[config.mk]
export PLATFORM = sky130hd
export DESIGN_NAME = cacheline_adaptor
export DESIGN_NICKNAME = d
export VERILOG_FILES = /design/src/rtl/cacheline_adaptor_pkg.sv /design/src/rtl/cacheline_adaptor_line_buffer.sv /design/src/rtl/cacheline_adaptor.sv
export SDC_FILE = /design/constraint.sdc
export NUM_CORES = 1
export LEC_CHECK = 0
export ABC_AREA = 1
export BUFFER_PORTS_ARGS = -buffer_cell sky130_fd_sc_hd__buf_2
export CAP_MARGIN = 10
export CORE_AREA = 2 2 276 278
export CTS_BUF_LIST = sky130_fd_sc_hd__clkbuf_4
export CTS_CLUSTER_SIZE = 16
export DETAILED_ROUTE_END_ITERATION = 7
export DIE_AREA = 0 0 278 280
export SLEW_MARGIN = 20
export SYNTH_ARGS = -nofsm -noshare
export SYNTH_HDL_FRONTEND = slang
export SYNTH_HIERARCHICAL = 1
export SYNTH_SLANG_ARGS = --single-unit
[constraint.sdc]
create_clock -name clk -period 2.2 [get_ports clk]
set_input_delay 0.22 -clock clk [delete_from_list [all_inputs] [get_ports clk]]
set_output_delay 0.22 -clock clk [all_outputs]
set_load 0.02 [all_outputs]
[src/rtl/cacheline_adaptor_pkg.sv]
// Shared types and geometry for the cache-line to burst-memory adaptor.
// Optional watchdog macro: CACHELINE_ADAPTOR_TIMEOUT_EN.
package cacheline_adaptor_types;

  localparam int BEATS          = 4;
  localparam int BEAT_W         = 64;
  localparam int LINE_W         = BEATS * BEAT_W;
  localparam int OFFSET_BITS    = 5;
  localparam int CNT_W          = $clog2(BEATS);
  localparam int TIMEOUT_CYCLES = 255;

  typedef enum logic [1:0] {
    IDLE  = 2'd0,
    READ  = 2'd1,
    WRITE = 2'd2,
    RESP  = 2'd3
  } state_e;

endpackage

[src/rtl/cacheline_adaptor_line_buffer.sv]
// 256-bit line register: full-line load, beat-indexed write, beat-indexed read.
// Used by cacheline_adaptor (optional watchdog macro: CACHELINE_ADAPTOR_TIMEOUT_EN).
module line_buffer
  import cacheline_adaptor_types::*;
(
  input  logic              clk,
  input  logic              rst,
  input  logic              load_en,
  input  logic [LINE_W-1:0] load_line,
  input  logic              wr_en,
  input  logic [CNT_W-1:0]  wr_idx,
  input  logic [BEAT_W-1:0] wr_beat,
  input  logic [CNT_W-1:0]  rd_idx,
  output logic [BEAT_W-1:0] rd_beat,
  output logic [LINE_W-1:0] line
);

  logic [BEATS-1:0][BEAT_W-1:0] buf_q;

  // NOTE: the line storage is reset on purpose, because pmem_rdata and
  // burst_wdata are observed straight from it and must read zero after reset.
  always_ff @(posedge clk or negedge rst) begin
    if (!rst) begin
      buf_q <= '0;
    end else if (load_en) begin
      buf_q <= load_line;
    end else if (wr_en) begin
      buf_q[wr_idx] <= wr_beat;
    end
  end

  assign rd_beat = buf_q[rd_idx];
  assign line    = buf_q;

endmodule

[src/rtl/cacheline_adaptor.sv]
// Bridges a 256-bit cache line port to a 4-beat x 64-bit burst memory.
// Optional stall watchdog enabled by defining CACHELINE_ADAPTOR_TIMEOUT_EN.
module cacheline_adaptor
  import cacheline_adaptor_types::*;
(
  input  logic              clk,
  input  logic              rst,
  input  logic [31:0]       pmem_address,
  output logic [LINE_W-1:0] pmem_rdata,
  input  logic [LINE_W-1:0] pmem_wdata,
  input  logic              pmem_read,
  input  logic              pmem_write,
  output logic              pmem_resp,
  output logic [31:0]       burst_address,
  output logic              burst_read,
  output logic              burst_write,
  output logic [BEAT_W-1:0] burst_wdata,
  input  logic [BEAT_W-1:0] burst_rdata,
  input  logic              burst_resp,
  output logic              timeout_err
);

  state_e             state_q;
  logic [CNT_W-1:0]   cnt_q;
  logic               last_beat;
  logic               stall_hit;
  logic [31:0]        aligned_addr;
  logic [OFFSET_BITS-1:0] unused_addr_bits;

  assign aligned_addr     = {pmem_address[31:OFFSET_BITS], OFFSET_BITS'(0)};
  assign unused_addr_bits = pmem_address[OFFSET_BITS-1:0];
  assign last_beat        = (cnt_q == CNT_W'(BEATS - 1));

  line_buffer u_line_buffer (
    .clk       (clk),
    .rst       (rst),
    .load_en   (state_q == IDLE && !pmem_read && pmem_write),
    .load_line (pmem_wdata),
    .wr_en     (state_q == READ && burst_resp),
    .wr_idx    (cnt_q),
    .wr_beat   (burst_rdata),
    .rd_idx    (cnt_q),
    .rd_beat   (burst_wdata),
    .line      (pmem_rdata)
  );

`ifdef CACHELINE_ADAPTOR_TIMEOUT_EN
  logic [7:0] stall_q;
  logic       busy;

  assign busy      = (state_q == READ) || (state_q == WRITE);
  assign stall_hit = busy && !burst_resp && (stall_q == 8'(TIMEOUT_CYCLES - 1));

  always_ff @(posedge clk or negedge rst) begin
    if (!rst) begin
      stall_q     <= '0;
      timeout_err <= 1'b0;
    end else begin
      if (!busy || burst_resp || stall_hit) stall_q <= '0;
      else                                  stall_q <= stall_q + 8'd1;
      if (stall_hit) timeout_err <= 1'b1;
    end
  end
`else
  assign stall_hit   = 1'b0;
  assign timeout_err = 1'b0;
`endif

  // NOTE: every register here uses <= so all state advances from the same
  // pre-edge snapshot; blocking assignments would make order matter.
  always_ff @(posedge clk or negedge rst) begin
    if (!rst) begin
      state_q       <= IDLE;
      cnt_q         <= '0;
      burst_address <= '0;
      burst_read    <= 1'b0;
      burst_write   <= 1'b0;
      pmem_resp     <= 1'b0;
    end else begin
      pmem_resp <= 1'b0;
      case (state_q)
        IDLE: begin
          // Read wins if the cache illegally raises both requests.
          if (pmem_read) begin
            state_q       <= READ;
            burst_address <= aligned_addr;
            burst_read    <= 1'b1;
          end else if (pmem_write) begin
            state_q       <= WRITE;
            burst_address <= aligned_addr;
            burst_write   <= 1'b1;
          end
        end
        READ, WRITE: begin
          if (burst_resp) begin
            cnt_q <= cnt_q + CNT_W'(1);
            if (last_beat) begin
              state_q     <= RESP;
              cnt_q       <= '0;
              burst_read  <= 1'b0;
              burst_write <= 1'b0;
              pmem_resp   <= 1'b1;
            end
          end else if (stall_hit) begin
            state_q     <= RESP;
            cnt_q       <= '0;
            burst_read  <= 1'b0;
            burst_write <= 1'b0;
            pmem_resp   <= 1'b1;
          end
        end
        RESP: begin
          state_q <= IDLE;
        end
        default: begin
          state_q <= IDLE;
        end
      endcase
    end
  end

endmodule

==> results.md, run 1 <==
- Hold Path Stages: 6
- Layout cells sized above 1: 26.35%
- CP max FO: 14
- Unrepaired setup endpoints after global routing: yes
- Post-synth EDFFs: 0
- Row count: 101
- HP Class: in -> reg
- Least-Margin Pin Slew: slightly above 0.6 ns
- Hold_ws: between 0.15 and 0.2 ns
- Worst hold path startpoint: pmem_wdata[249]
- Endpoint, Worst Hold: u_line_buffer/line[249]
- Crit. End Element: primary output
- Synth Area in Compound Gates: between 7 and 8%
- Initial antenna violation count: 8
- Final setup fails: 64
- Final wirelength: 99.68 mm
- Crit path kind: reg -> out
- Mux cell area share after synthesis: 0.06182%
- Design Power: 39.94 mW
- Status: complete, but fails checks
- Post-Synth XOR/XNOR Area: 0%
- GPL Wtd Cong: 0.9541
- Fmax: 382.0 MHz
- Placed Cells: 4319
- Vias per Instance: 4.766
- Synthesis-to-layout area growth: 56.77%
- Post-route non-filler standard cell count: 4886
- Reg-to-reg critical path startpoint: cnt_q[0]
- Final nets: 4205
- DRC viols: 0
- Port bufs: about 700
- CTS tree: done
- Synthesis-stage register bit count: 290
- Register area share after synthesis: around two fifths
- R2R Path End: burst_read
- Gr ovfl total: 0
- Minimum clock period: ~2.6 ns
- Final WS setup: -0.4181 ns
- Clock input transition at the sequential cells of the worst setup and hold paths: 0.07 ns
- Largest family of logic cells by synthesized area: simple AND/OR/NAND/NOR gates
- Pre-Repair DR Iteration Count: 6
- Initial Util: approximately 24%
- Clk buf depth: 3
- Adder-cell share of the synthesized area: less than 1%
- Clock latency at the later pin of the worst-skew pair: 0.86 ns
- WL/cell: 20.40 um
- Vias: around 23000
- Max VDD drop: ~0.0008 V
- Share of synthesized registers carrying an async set or reset: 100.0%
- Worst Reg2Reg Path Length in Cells: 9
- Worst EP arrival: about 2.4 ns
- Power Dens Cells: about 1400 nW/um2
- Simple-gate portion of the synthesized area: 40.86%
- CORE AREA: ~75000 um2
- Avg Synthesized Cell Area: 6.628 um2
- Clock root buffer master: clkbuf_4
- Fill cells: slightly below 8000
- Main synth FF type: dfrtp_1
- Total die area: a little under 80000 um2
- Worst R2R Setup Slack: 0.06 ns
- # IOs: 713
- Post-route ant nets: 0
- Leak pwr: 16.28 nW
- Pins Over Slew Limit: 0
- CP startpoint kind: register
- First-pass GRT wire length: 137.7 mm
- Failing checks: setup timing
- Synthesized area: between 15000 and 20000 um2
- Largest net degree at the start of global routing: 139
- Number of global-route vias before repair: roughly 23000
- Final Hold Fails: 0
- Max-cap violations: 0
- H-Tree Depth: 3
- Crit path required time: 1.98 ns
- Die span in y: 280 um
- Sink Count: 290
- Yosys cell types: 29
- Total track usage: a little under a quarter
- Slew headroom: between 50% and 60%
- Drt first-iter violations: 1851
- DP HPWL: 61.74 mm
- Inserted Clock Buffers: 87
- Die X: around 280 um
- Cells after Synth: 2748
- Clock Skews: 0.1161 ns
- Fin crit share: 119.0%
- Yosys Warn Count: 6
-- state kept, by name, indices dropped and copies added (netlist names) --
register,count
burst_read,1
burst_write,1
u_line_buffer/line,256
cnt_q,2
burst_address,27
pmem_resp,1
state_q,2
-- routing by layer --
metal / part of all wire [%] / vias up / track usage, % / wire length, um
met5: 0.027 / - / 0 / 27
met4: 7.0 / 4 / 14.97 / 6965
met3: 9.6 / 358 / 5.921 / 9597
met2: 47 / 1457 / 39.04 / 46470
met1: 37 / 10760 / 26.33 / 36620
li1: - / 10710 / - / -
-- timing repair --
item	in CTS	in global routing
cloned	0	16
resized for setup	13	112
setup buffers	4	7
hold buffers	385	0
endpoints found under the hold margin	580	0
pin swaps	10	19
setup endpoints to repair	65	191
-- cells in the mapped netlist (2+ instances only) --
cell / n / share of area (%)
nand2_1: 1456 / 30
dfrtp_1: 290 / 40
nand3_1: 262 / 7.2
inv_1: 229 / 4.7
buf_2: 114 / 3.1
o21ai_0: 90 / 2.5
a21oi_1: 64 / 1.8
o211ai_1: 64 / 2.6
nor2_4: 44 / 2.7
buf_6: 35 / 2.2
nor2_1: 30 / 0.62
buf_4: 23 / 0.95
clkbuf_1: 16 / 0.33
ha_1: 5 / 0.34
buf_1: 3 / 0.062
buf_8: 3 / 0.25
nand2_2: 3 / 0.10
o21ai_1: 3 / 0.082
clkbuf_2: 2 / 0.055
nand2_4: 2 / 0.12
nor2_2: 2 / 0.069
-- cell families after synthesis --
group / count (synthesis)
AOI/OAI and AO/OA: 223
buffers and inverters: 428
muxes: 1
other: 1
adders and majority gates: 5
DFF: 290
and+or+nand+nor: 1800
-- how the worst max path moves through the flow --
stage                     cells past startpoint  startpoint  slack (ns)                 endpoint
after floorplan                              12  state_q[0]        0.54   u_line_buffer/line[10]
after global placement                       12  state_q[0]        0.11  u_line_buffer/line[119]
after detailed placement                     12  state_q[1]        0.09  u_line_buffer/line[119]
after CTS                                     6    cnt_q[0]       -0.56          burst_wdata[62]
after global routing                          4    cnt_q[0]       -0.55           burst_wdata[2]
final                                         4    cnt_q[0]       -0.42           burst_wdata[3]
-- cells in the final DEF (no fill, tap or decap), types with 3 or more instances in the layout --
cell type,netlist,layout
a21oi_1,64,52
a21oi_2,0,12
buf_12,0,22
buf_16,0,12
buf_2,114,654
buf_4,23,83
buf_6,35,26
clkbuf_16,0,13
clkbuf_4,0,121
clkinv_1,0,14
clkinv_2,0,4
conb_1,1,6
dfrtp_1,290,288
diode_2,0,10
dlygate4sd3_1,0,384
ha_1,5,4
inv_1,229,228
inv_6,0,3
nand2_1,1456,1449
nand2_2,3,3
nand2_4,2,9
nand3_1,262,262
nor2_1,30,26
nor2_4,44,48
o211ai_1,64,64
o21ai_0,90,71
o21ai_1,3,21
-- power breakdown --
part | total [mW] | internal, mW | switching [mW]
sequential | 9.85 | 7.69 | 2.15
clock | 5.18 | 2.52 | 2.67
combinational | 24.9 | 8.81 | 16.1
-- critical path, stage by stage (launching register included) --
cell and delay (ns):
dfrtp_4 0.58, buf_16 0.20, o211ai_1 0.47, nand2_1 0.12, buf_2 0.18
-- metrics by stage --
step	setup WS, ns	instance area, um2	TNS (ns)	util, %
after floorplan	0.5369	18230	0	-
after global placement	0.1120	22790	0	30.31
after detailed placement	0.09194	22790	0	30.31
after CTS	-0.5646	27750	-27.35	36.91
after global routing	-0.5511	28550	-29.52	37.97
final	-0.4181	28550	-19.02	37.98
-- layout make-up --
class,instances,area [um2],area share [%]
inverters,231,875.8,3.067
well taps,978,1224,4.285
clock inverters,24,121.4,0.4250
multi-input cells,2035,8964,31.39
diodes,10,25.02,0.08763
flip-flops and latches,290,7264,25.44
clock buffers,120,900.9,3.155
repair buffers,1198,9180,32.15
(Power assumes the default switching activity.)
==> run 2: changes to the inputs <==
--- a/constraint.sdc
+++ b/constraint.sdc
@@ -3,2 +3,2 @@
 set_output_delay 0.22 -clock clk [all_outputs]
-set_load 0.02 [all_outputs]
+set_load 0.01 [all_outputs]
==> results.md, run 2 (synthesis results as in run 1) <==
- CTS tree: done
- Slew headroom: 56.03%
- Crit path required time: 1.98 ns
- R2R Path End: u_line_buffer/line[211]
- Final wirelength: slightly below 100 mm
- Unrepaired setup endpoints after global routing: yes
- Inserted Clock Buffers: 87
- DRC viols: 0
- Crit path largest cell delay: 0.55 ns
- Worst R2R Setup Slack: ~0.10 ns
- DP HPWL: ~62 mm
- Largest net degree at the start of global routing: 76
- Layout cells sized above 1: 27.17%
- Failing checks: setup timing
- Number of global-route vias before repair: around 23000
- CP bufs+invs: 4
- Clock input transition at the sequential cells of the worst setup and hold paths: 0.07 ns
- Synthesis-to-layout area growth: 58.35%
- Power Dens Cells: 1309 nW/um2
- Vias: 23340
- Final Hold Fails: 0
- Port bufs: around 700
- Initial antenna violation count: 9
- Crit path kind: reg -> out
- WL/cell: ~20 um
- Least-Margin Pin Slew: around 0.66 ns
- Sink Count: 290
- First-pass GRT wire length: 141.9 mm
- Worst EP arrival: 2.35 ns
- Crit. End Element: primary output
- Status: complete, but fails checks
- Vias per Instance: 4.769
- Cell chain of the critical path: buf_4 > buf_12 > buf_16 > o211ai_1 > nand2_1 > buf_2
- Commonest cells after routing, fill and taps aside: 1449 x nand2_1, 682 x buf_2, 380 x dlygate4sd3_1
- Final core utilization: 38.36%
- Hold_ws: 0.2289 ns
- Hold Path Stages: 6
- Pins Over Slew Limit: 0
- Post-route setup TNS: -17.34 ns
- Pre-Repair DR Iteration Count: 6
- CP max FO: 17
- GPL Wtd Cong: 0.9256
- Minimum clock period: 2.574 ns
- Final nets: 4222
- Slowest cell on crit path: dfrtp_4
- Total die area: around 78000 um2
- Commonest non-fill, non-tap cell in the layout: nand2_1
- Endpoint, Worst Hold: u_line_buffer/line[239]
- Fin crit share: 117.0%
- Clk buf depth: 3
- Row count: 101
- Post-route non-filler standard cell count: 4895
- Post-route ant nets: 0
- H-Tree Depth: 3
- Max reg flops: 256
- Final WS setup: -0.3739 ns
- CORE AREA: 75190 um2
- Clock root buffer master: clkbuf_4
- CP Depth: 6
- # IOs: 713
- Initial Util: between 20 and 25%
- CP startpoint kind: register
- Total track usage: 24.11%
- Design Power: roughly 38 mW
- Worst hold path startpoint: pmem_wdata[239]
- Leak pwr: around 16 nW
- Max-cap violations: 0
- Die X: roughly 280 um
- Clock latency at the later pin of the worst-skew pair: 0.82 ns
- Drt first-iter violations: 1870
- Final setup fails: 64
- Placed Cells: 4334
- Die span in y: 280 um
- CP delay by family, top: buffers and inverters
- CP Launch Point: cnt_q[0]
- Fmax: between 300 and 400 MHz
- HP Class: in -> reg
- Gr ovfl total: 0
- Reg-to-reg critical path startpoint: state_q[0]
- Worst Reg2Reg Path Length in Cells: 10
- Max VDD drop: 0.0006268 V
- Clock Skews: between 0.06 and 0.07 ns
## run 2: changes by cell type in the layout (fill, tap and decap cells not counted), sizes merged
cell	previous run	this run
buf	799	829
bufbuf	0	2
clkbuf	135	124
clkinv	19	17
clkinvlp	2	3
diode	10	5
dlygate4sd3	384	380
inv	234	232
## run 2: layout make-up
type | instances | area [um2]
Clock inverter | 21 | 101.3
Antenna cell | 5 | 12.51
Tap cell | 978 | 1224
Timing Repair Buffer | 1215 | 9417
Clock buffer | 120 | 900.9
Multi-Input combinational cell | 2035 | 9049
Inverter | 231 | 875.8
Fill cell | 7697 | 46350
Sequential cell | 290 | 7264
## run 2: repair_timing
item                                    CTS  global route
gates resized for setup                  88            44
endpoints found under the setup margin   64            77
gates cloned                              9             4
pin swaps                                22            37
hold buffers                            381             0
hold endpoints to repair                580             0
setup buffers                            13             7
## run 2: layer usage
layer | up-vias | wire [um] | global-route usage [%]
met4 | 8 | 6339 | 15.20
met2 | 1369 | 46040 | 40.58
li1 | 10740 | - | -
met1 | 10880 | 37060 | 27.38
met3 | 342 | 8804 | 6.054
met5 | - | 42 | 0
## run 2: worst max path at each step
| stage | to | slack, ns |
|---|---|---|
| global placement | u_line_buffer/line[146] | 0.19 |
| detailed placement | u_line_buffer/line[146] | 0.17 |
| global route | burst_wdata[12] | -0.51 |
| finish | burst_wdata[10] | -0.37 |
| CTS | burst_wdata[10] | -0.52 |
| floorplan | u_line_buffer/line[10] | 0.54 |
## run 2: worst register-to-register path, stage by stage, from the launching register on
cell and delay (ns):
dfrtp_1 0.40, inv_1 0.09, ha_2 0.22, nand2_1 0.12, nor2_4 0.21, buf_12 0.19
inv_8 0.08, buf_12 0.18, buf_12 0.23, nand3_1 0.13, nand2_1 0.07
## run 2: stage by stage
stage	cell area [um2]	worst slack, ns
after CTS	28490	-0.5215
after floorplan	18230	0.5372
final	28840	-0.3739
after detailed placement	23030	0.1725
after global routing	28840	-0.5102
after global placement	23030	0.1933
## run 2: power by group
part	leakage [nW]	switching, mW	internal (mW)
sequential	3.84	2.18	7.69
combinational	12.0	13.6	9.15
clock	0.591	2.63	2.49
